--- config.mk ---
export PLATFORM = sky130hd
export DESIGN_NAME = div_seq_ctrl_flat
export DESIGN_NICKNAME = d
export VERILOG_FILES = /design/src/rtl/alu_pkg.sv /design/src/rtl/div_seq_ctrl_if.sv /design/src/rtl/div_seq_ctrl.sv /design/src/flat_wrapper.sv
export SDC_FILE = /design/constraint.sdc
export NUM_CORES = 1
export LEC_CHECK = 0
export CELL_PAD_IN_SITES_DETAIL_PLACEMENT = 1
export CELL_PAD_IN_SITES_GLOBAL_PLACEMENT = 1
export CORE_MARGIN = 2
export CORE_UTILIZATION = 34
export CTS_CLUSTER_SIZE = 20
export DETAILED_ROUTE_END_ITERATION = 10
export PLACE_DENSITY = 0.81
export SKIP_LAST_GASP = 1
export SLEW_MARGIN = 20
export SYNTH_ARGS = -nofsm -noshare
export SYNTH_HDL_FRONTEND = slang
export SYNTH_SLANG_ARGS = --single-unit
--- constraint.sdc ---
create_clock -name clk -period 1.7 [get_ports clk]
set_input_delay 0.51 -clock clk [delete_from_list [all_inputs] [get_ports clk]]
set_output_delay 0.51 -clock clk [all_outputs]
set_load 0.02 [all_outputs]
--- src/rtl/alu_pkg.sv ---
// ---------------------------------------------------------------------------
// alu_pkg
// Definitions shared by the 17-bit ALU and the division controller that
// feeds it:
//   - XW / YW   : ALU X and Y operand widths
//   - FS_*      : func_sel op-code encoding understood by the ALU
//   - div_state_e : state encoding of the restoring-division controller
// ---------------------------------------------------------------------------
package alu_pkg;

    localparam int XW = 17;
    localparam int YW = 8;

    localparam logic [3:0] FS_PASS = 4'd0;
    localparam logic [3:0] FS_ADD  = 4'd1;
    localparam logic [3:0] FS_SUB  = 4'd2;
    localparam logic [3:0] FS_AND  = 4'd3;
    localparam logic [3:0] FS_OR   = 4'd4;
    localparam logic [3:0] FS_XOR  = 4'd5;

    typedef enum logic [2:0] {
        ST_IDLE,
        ST_LOAD,
        ST_ISSUE,
        ST_WAIT,
        ST_UPDATE,
        ST_FIN
    } div_state_e;

endpackage

--- src/rtl/div_seq_ctrl_if.sv ---
// ---------------------------------------------------------------------------
// div_seq_ctrl_if
// Operand/result bus between the division controller and the ALU.
//   alu_x        : X operand (XW bits)          controller -> ALU
//   alu_y        : Y operand (YW bits)          controller -> ALU
//   alu_func_sel : op code (FS_* from alu_pkg)  controller -> ALU
//   alu_z        : result (XW bits)             ALU -> controller
//   alu_bo       : borrow, 1 when X < Y         ALU -> controller
//   alu_eqz      : result-is-zero flag          ALU -> controller
// Modports: master = controller side, slave = ALU side.
// ---------------------------------------------------------------------------
interface div_seq_ctrl_if;
    import alu_pkg::*;

    logic [XW-1:0] alu_x;
    logic [YW-1:0] alu_y;
    logic [3:0]    alu_func_sel;
    logic [XW-1:0] alu_z;
    logic          alu_bo;
    logic          alu_eqz;

    modport master (
        output alu_x, alu_y, alu_func_sel,
        input  alu_z, alu_bo, alu_eqz
    );

    modport slave (
        input  alu_x, alu_y, alu_func_sel,
        output alu_z, alu_bo, alu_eqz
    );

endinterface

--- src/rtl/div_seq_ctrl.sv ---
// ---------------------------------------------------------------------------
// div_seq_ctrl
// Sequential restoring divider controller: DW-bit dividend / 8-bit divisor,
// one quotient bit per iteration, using an external ALU for the trial
// subtraction R' - D.
//
// Ports:
//   clk          : rising-edge clock
//   rst          : synchronous reset, active low
//   start        : request pulse, only honoured in IDLE
//   dividend     : numerator, captured on start acceptance
//   divisor      : denominator, captured on start acceptance
//   busy         : high from start acceptance until done
//   done         : one-cycle completion pulse
//   div_by_zero  : valid with done, set when the divisor was 0
//   quotient     : result, held until the next completion
//   remainder    : result, held until the next completion
//   alu          : div_seq_ctrl_if.master, ALU operand/result bus
//
// Parameters:
//   ALU_LAT : cycles from operand drive to valid Z/Bo (1..4)
//   DW      : dividend/quotient width
//
// Build option:
//   DIVCTRL_ZERO_SKIP_EN : when defined, a zero dividend with a non-zero
//                          divisor finishes straight from LOAD without
//                          issuing any ALU operation.
//
// Timing: every output is registered. The work of ISSUE (form R', shift Q,
// drive the ALU) is done on the edge that enters ISSUE so that the ALU
// operands are already stable during the ISSUE cycle. Likewise the FIN
// results and done are registered on the edge that leaves FIN, giving a
// start-to-done latency of 2 + DW*(1+ALU_LAT) cycles.
// ---------------------------------------------------------------------------
module div_seq_ctrl
    import alu_pkg::*;
#(
    parameter int ALU_LAT = 1,
    parameter int DW      = 16
) (
    input  logic          clk,
    input  logic          rst,
    input  logic          start,
    input  logic [DW-1:0] dividend,
    input  logic [YW-1:0] divisor,
    output logic          busy,
    output logic          done,
    output logic          div_by_zero,
    output logic [DW-1:0] quotient,
    output logic [YW-1:0] remainder,
    div_seq_ctrl_if.master alu
);

`ifdef DIVCTRL_ZERO_SKIP_EN
    localparam bit ZERO_SKIP = 1'b1;
`else
    localparam bit ZERO_SKIP = 1'b0;
`endif

    localparam int KW = $clog2(DW + 1);

    div_state_e    state_q;
    logic [YW-1:0] d_q;        // captured divisor
    logic [DW-1:0] q_q;        // dividend bits shifting out / quotient shifting in
    logic [YW-1:0] r_q;        // partial remainder
    logic [YW:0]   rp_q;       // shifted remainder R' kept for the restore path
    logic [KW-1:0] k_q;        // iterations left
    logic [1:0]    w_q;        // extra WAIT cycles left
    logic          dz_q;       // divide-by-zero seen for the current operation

    logic          busy_q;
    logic          done_q;
    logic          div_by_zero_q;
    logic [DW-1:0] quotient_q;
    logic [YW-1:0] remainder_q;
    logic [XW-1:0] alu_x_q;
    logic [YW-1:0] alu_y_q;
    logic [3:0]    alu_func_sel_q;

    // Result of the current iteration (meaningful in UPDATE) and the R' for
    // the next trial subtraction. Outside UPDATE, R/Q pass through so the
    // first R' can be formed from LOAD as well.
    logic [YW-1:0] r_d;
    logic [DW-1:0] q_d;
    logic [YW:0]   rp_d;

    // NOTE: every variable gets a default before any branch so no path
    // leaves it unassigned, which would otherwise infer a latch.
    always_comb begin
        r_d = r_q;
        q_d = q_q;
        if (state_q == ST_UPDATE) begin
            if (!alu.alu_bo) begin
                // No borrow: the difference is < D, so only the low byte matters.
                r_d = alu.alu_z[YW-1:0];
                q_d = {q_q[DW-1:1], 1'b1};
            end else begin
                r_d = rp_q[YW-1:0];
                q_d = {q_q[DW-1:1], 1'b0};
            end
        end
        rp_d = {r_d, q_d[DW-1]};
    end

    // NOTE: sequential state uses non-blocking assignments only, so every
    // register in this block sees the pre-edge value of the others.
    always_ff @(posedge clk) begin
        if (!rst) begin
            state_q        <= ST_IDLE;
            d_q            <= '0;
            q_q            <= '0;
            r_q            <= '0;
            rp_q           <= '0;
            k_q            <= '0;
            w_q            <= '0;
            dz_q           <= 1'b0;
            busy_q         <= 1'b0;
            done_q         <= 1'b0;
            div_by_zero_q  <= 1'b0;
            quotient_q     <= '0;
            remainder_q    <= '0;
            alu_x_q        <= '0;
            alu_y_q        <= '0;
            alu_func_sel_q <= FS_PASS;
        end else begin
            done_q <= 1'b0;
            unique case (state_q)
                ST_IDLE: begin
                    if (start) begin
                        d_q     <= divisor;
                        q_q     <= dividend;
                        r_q     <= '0;
                        k_q     <= KW'(DW);
                        dz_q    <= 1'b0;
                        busy_q  <= 1'b1;
                        state_q <= ST_LOAD;
                    end
                end

                ST_LOAD: begin
                    if (d_q == '0) begin
                        dz_q    <= 1'b1;
                        q_q     <= '1;
                        r_q     <= '0;
                        state_q <= ST_FIN;
                    end else if (ZERO_SKIP && (q_q == '0)) begin
                        r_q     <= '0;
                        state_q <= ST_FIN;
                    end else begin
                        r_q            <= r_d;
                        q_q            <= {q_d[DW-2:0], 1'b0};
                        rp_q           <= rp_d;
                        alu_x_q        <= {{(XW-YW-1){1'b0}}, rp_d};
                        alu_y_q        <= d_q;
                        alu_func_sel_q <= FS_SUB;
                        state_q        <= ST_ISSUE;
                    end
                end

                ST_ISSUE: begin
                    if (ALU_LAT == 1) begin
                        state_q <= ST_UPDATE;
                    end else begin
                        w_q     <= 2'(ALU_LAT - 2);
                        state_q <= ST_WAIT;
                    end
                end

                ST_WAIT: begin
                    if (w_q == '0) begin
                        state_q <= ST_UPDATE;
                    end else begin
                        w_q <= w_q - 2'd1;
                    end
                end

                ST_UPDATE: begin
                    k_q <= k_q - 1'b1;
                    if (k_q == KW'(1)) begin
                        r_q            <= r_d;
                        q_q            <= q_d;
                        alu_x_q        <= '0;
                        alu_y_q        <= '0;
                        alu_func_sel_q <= FS_PASS;
                        state_q        <= ST_FIN;
                    end else begin
                        r_q            <= r_d;
                        q_q            <= {q_d[DW-2:0], 1'b0};
                        rp_q           <= rp_d;
                        alu_x_q        <= {{(XW-YW-1){1'b0}}, rp_d};
                        alu_y_q        <= d_q;
                        alu_func_sel_q <= FS_SUB;
                        state_q        <= ST_ISSUE;
                    end
                end

                ST_FIN: begin
                    quotient_q    <= q_q;
                    remainder_q   <= r_q;
                    div_by_zero_q <= dz_q;
                    done_q        <= 1'b1;
                    busy_q        <= 1'b0;
                    state_q       <= ST_IDLE;
                end

                default: state_q <= ST_IDLE;
            endcase
        end
    end

    // The upper result bits and the zero flag carry no information for this
    // algorithm; they are gathered here to mark them as intentionally unused.
    logic unused_alu;
    assign unused_alu = &{1'b0, alu.alu_z[XW-1:YW], alu.alu_eqz};

    assign busy             = busy_q;
    assign done             = done_q;
    assign div_by_zero      = div_by_zero_q;
    assign quotient         = quotient_q;
    assign remainder        = remainder_q;
    assign alu.alu_x        = alu_x_q;
    assign alu.alu_y        = alu_y_q;
    assign alu.alu_func_sel = alu_func_sel_q;

endmodule

--- src/flat_wrapper.sv ---
// flat-port wrapper written by rule: the top's interface ports become plain ports
module div_seq_ctrl_flat import alu_pkg::*;
#(
    parameter int ALU_LAT = 1,
    parameter int DW      = 16
)
  (clk, rst, start, dividend, divisor, busy, done, div_by_zero, quotient, remainder, alu_alu_x, alu_alu_y, alu_alu_func_sel, alu_alu_z, alu_alu_bo, alu_alu_eqz);
  div_seq_ctrl_if alu_i ();
  input  logic clk;
  input  logic rst;
  input  logic start;
  input  logic [DW-1:0] dividend;
  input  logic [YW-1:0] divisor;
  output logic busy;
  output logic done;
  output logic div_by_zero;
  output logic [DW-1:0] quotient;
  output logic [YW-1:0] remainder;
  output wire logic [$bits(alu_i.alu_x)-1:0] alu_alu_x;
  output wire logic [$bits(alu_i.alu_y)-1:0] alu_alu_y;
  output wire logic [$bits(alu_i.alu_func_sel)-1:0] alu_alu_func_sel;
  input wire logic [$bits(alu_i.alu_z)-1:0] alu_alu_z;
  input wire logic [$bits(alu_i.alu_bo)-1:0] alu_alu_bo;
  input wire logic [$bits(alu_i.alu_eqz)-1:0] alu_alu_eqz;
  assign alu_alu_x = alu_i.alu_x;
  assign alu_alu_y = alu_i.alu_y;
  assign alu_alu_func_sel = alu_i.alu_func_sel;
  assign alu_i.alu_z = alu_alu_z;
  assign alu_i.alu_bo = alu_alu_bo;
  assign alu_i.alu_eqz = alu_alu_eqz;
  div_seq_ctrl #(.ALU_LAT(ALU_LAT), .DW(DW)) u_core (.clk(clk), .rst(rst), .start(start), .dividend(dividend), .divisor(divisor), .busy(busy), .done(done), .div_by_zero(div_by_zero), .quotient(quotient), .remainder(remainder), .alu(alu_i));
endmodule
==> summary.txt <==
Route
  • Final ANT Viol Nets: 0
  • WL final: between 15000 and 20000 µm
  • Drt initial violations: 314
  • Post-DR vias/cell: 5.42
  • First-pass detailed-route iteration total: 6
  • DRC: 0
  • Detail-routed net length per standard cell: between 20 and 25 µm
  • Via count: about 4.2k

Cells and area
  • Most frequent cells in the layout: nand2_1 (92), dfxtp_1 (90), buf_4 (62)
  • Fill count: between 1k and 1.5k
  • Reg area: ~1900 µm²
  • Final Net Count: roughly 650
  • Commonest non-fill, non-tap cell in the layout: nand2_1
  • # diodes: 0
  • Share of cells above drive strength 1: 28.7%
  • Area of the multi-input gates: about 2400 µm²
  • Area grow syn2layout: 51.1%
  • Design area: approximately 6600 µm²

Timing
  • Final setup viols: between 40 and 50
  • Crit share post-route: 107%
  • Actual slew at the worst max-slew pin: roughly 0.70 ns
  • Skew final: around 0.010 ns
  • Max frequency: ~550 MHz
  • Slew Viols, Final: 0
  • Setup WS post-layout: -0.117 ns
  • RSZ-0062 raised after global routing: true
  • Post-route minimum period: 1.82 ns
  • Relative slew margins: a little over half
  • Final Hold Fails: 0

Power and ir drop
  • Leak Pwr: between 2 and 3 nW
  • Pint: about 6.5 mW
  • Sequential group share of total power: between 30 and 40%
  • P_sw: approximately 3.8 mW
  • Clock power share: roughly a quarter
  • Total chip power: roughly 10 mW
  • P per Cell Area: 1560 nW/µm²
  • Sw frac: 36.9%
  • Comb power frac: 45.8%
  • VDD IR-drop max: 1.01 mV

CTS
  • Clk sink count: 96
  • Root buffer cell: clkbuf_16
  • TritonCTS clock tree: built
  • CTS buffer count: 9
  • Clock Path Buffers: 2
  • Skew-Pair Late Insertion Delay: 0.36 ns
  • H-tree depth: 3
  • Hold-fix buffers, CTS: 0
  • Clk pin slew, worst setup/hold paths: roughly 0.06 ns

Synth
  • Async SR Flop Fraction: 0%
  • #FFs+latches synth: between 90 and 100
  • Predominant post-synthesis flop cell: dfxtp_1
  • Number of synthesized flops with an enable pin: 0
  • Mapped Avg Cell Area: just over 9 µm²
  • Sequential-to-total area share from yosys stat: between 40% and 50%
  • Post-synthesis cell type count: between 50 and 60
  • Syn Inst Count: between 400 and 500
  • Synth warn: 0
  • Post-Syn Area: 4340 µm²

Floorplanning
  • Io pins: 102
  • Full die area: around 14000 µm²
  • DIE HEIGHT: around 120 µm
  • Chip width: around 120 µm
  • Initial Utilization: between 30% and 40%
  • Row count: approximately 40
  • Core area: around 13000 µm²

Worst setup path
  • FF-to-FF Start: u_core.k_q[1]
  • Reg-to-reg endpoint: u_core.q_q[2]
  • Worst Setup End Kind: register
  • Worst R2R Setup Slack: -0.12 ns
  • Crit Path Max Fanout: 7
  • Reg2reg path depth: 7
  • Req. time, crit path: 1.95 ns
  • Worst Setup Start Kind: register
  • Kind of critical path: register to register
  • Worst EP arrival: around 2 ns

Global route
  • Vias in the first global route: approximately 4.2k
  • Largest net degree at the start of global routing: 29
  • First-pass GRT wire length: ~23000 µm
  • GRT Total Usage: between 20 and 25%
  • Total global routing overflow: 0
  • Antenna violations before repair: 0

Outcome
  • Failing checks: negative setup slack
  • Status: finished with violations

Placed design
  • Place WS: -0.472 ns
  • DP Wirelength: 8980 µm
  • GPL Wtd Cong: between 0.7 and 0.8
  • Area after DPL: roughly 5600 µm²
  • Port buffer count: 80

Min path
  • Hold_sp: u_core.quotient[6]
  • Min-Delay Endpoint: u_core.quotient[6]
  • Hold depth: 2
  • HP Class: register to register

Flow run
  • Maxcap violations: 0
power groups by stage:
stage	clock, mW	combinational (mW)	sequential [mW]
2_1_floorplan	0	2.27	3.02
3_3_place_gp	0	3.47	3.02
3_5_place_dp	0	3.65	3.06
4_1_cts	2.42	3.93	3.05
5_1_grt	2.52	4.94	3.17
6_report	2.42	4.68	3.13
how the worst max path moves through the flow:
stage                  startpoint        endpoint  depth (start not counted)
floorplan           u_core.k_q[0]  u_core.q_q[10]                          6
detailed placement          start   u_core.q_q[4]                          6
CTS                 u_core.k_q[1]   u_core.q_q[4]                          8
finish              u_core.k_q[1]   u_core.q_q[2]                          7
global placement            start   u_core.q_q[3]                          6
global route        u_core.k_q[1]   u_core.q_q[2]                          7
metrics by stage:
step	std cells	TNS (ns)	util, %	hold slack [ns]
after floorplan	474	0	-	0.432
after global placement	735	-14.06	45.1	0.442
after detailed placement	735	-17.24	45.1	0.448
after CTS	764	-1.12	49.4	0.453
after global routing	782	-6.42	52.3	0.478
final	782	-2.60	52.3	0.449
state kept, by name, indices dropped and copies added (netlist names), 2 cells and up:
name and count:
u_core.rp_q 8, u_core.r_q 8, u_core.state_q 3, u_core.d_q 8
u_core.quotient 16, u_core.alu.alu_x 9, u_core.k_q 5, u_core.w_q 2
u_core.remainder 8, u_core.q_q 16, u_core.alu.alu_y 8
worst max-delay path, cell delays in order, from the launching register on:
cell     delay [ns]
dfxtp_2        0.32
inv_2          0.07
ha_4           0.13
nor4b_4        0.27
nor2_4         0.12
buf_8          0.16
a221o_1        0.37
o221a_4        0.25
area by class of cell:
cell class,count,area share (%)
Multi-Input combinational cell,325,36.8
Tap cell,172,3.29
Sequential cell,96,29.6
Clock inverter,5,1.57
Clock buffer,11,3.86
Inverter,7,0.401
Timing Repair Buffer,166,24.5
synth_stat cells (all sizes together) (8+ instances only):
| master | number | area [µm²] |
|---|---|---|
| a21oi | 56 | 280 |
| nor2 | 23 | 96.4 |
| clkbuf | 13 | 48.8 |
| dfxtp | 96 | 1920 |
| a22o | 15 | 131 |
| o221a | 15 | 169 |
| buf | 34 | 244 |
| nand2 | 93 | 352 |
| or3b | 15 | 131 |
| a221o | 14 | 140 |
| mux2i | 8 | 80.1 |
| o2bb2ai | 13 | 114 |
kinds of logic (layout without fill, tap and decap cells):
| family | count (synthesis) | after routing | synth area share [%] |
|---|---|---|---|
| AO/OA/AOI/OAI | 142 | 142 | 26.1 |
| XOR/XNOR | 2 | 2 | 0.404 |
| multiplexers | 8 | 8 | 1.85 |
| other | 1 | 11 | 0.0865 |
| adder cells (fa/ha/maj) | 3 | 3 | 0.866 |
| AND/OR/NAND/NOR | 158 | 159 | 19.0 |
| buffers and inverters | 54 | 189 | 7.36 |
| flip-flops | 96 | 96 | 44.3 |
routing by layer:
metal	global-route usage, %	share of wire (%)	up-vias
met5	0	0	-
met4	9.57	2.8	0
met3	4.74	5.2	33
met2	37.0	52	155
met1	26.1	40	2110
li1	-	-	1943
what timing repair did:
item	in CTS	in global routing
setup endpoints to repair	93	52
hold endpoints to repair	0	0
pin swaps	17	42
setup buffers	15	17
gates cloned	3	2
resized for setup	76	43
Note: power is estimated with default switching activity, not from simulation.
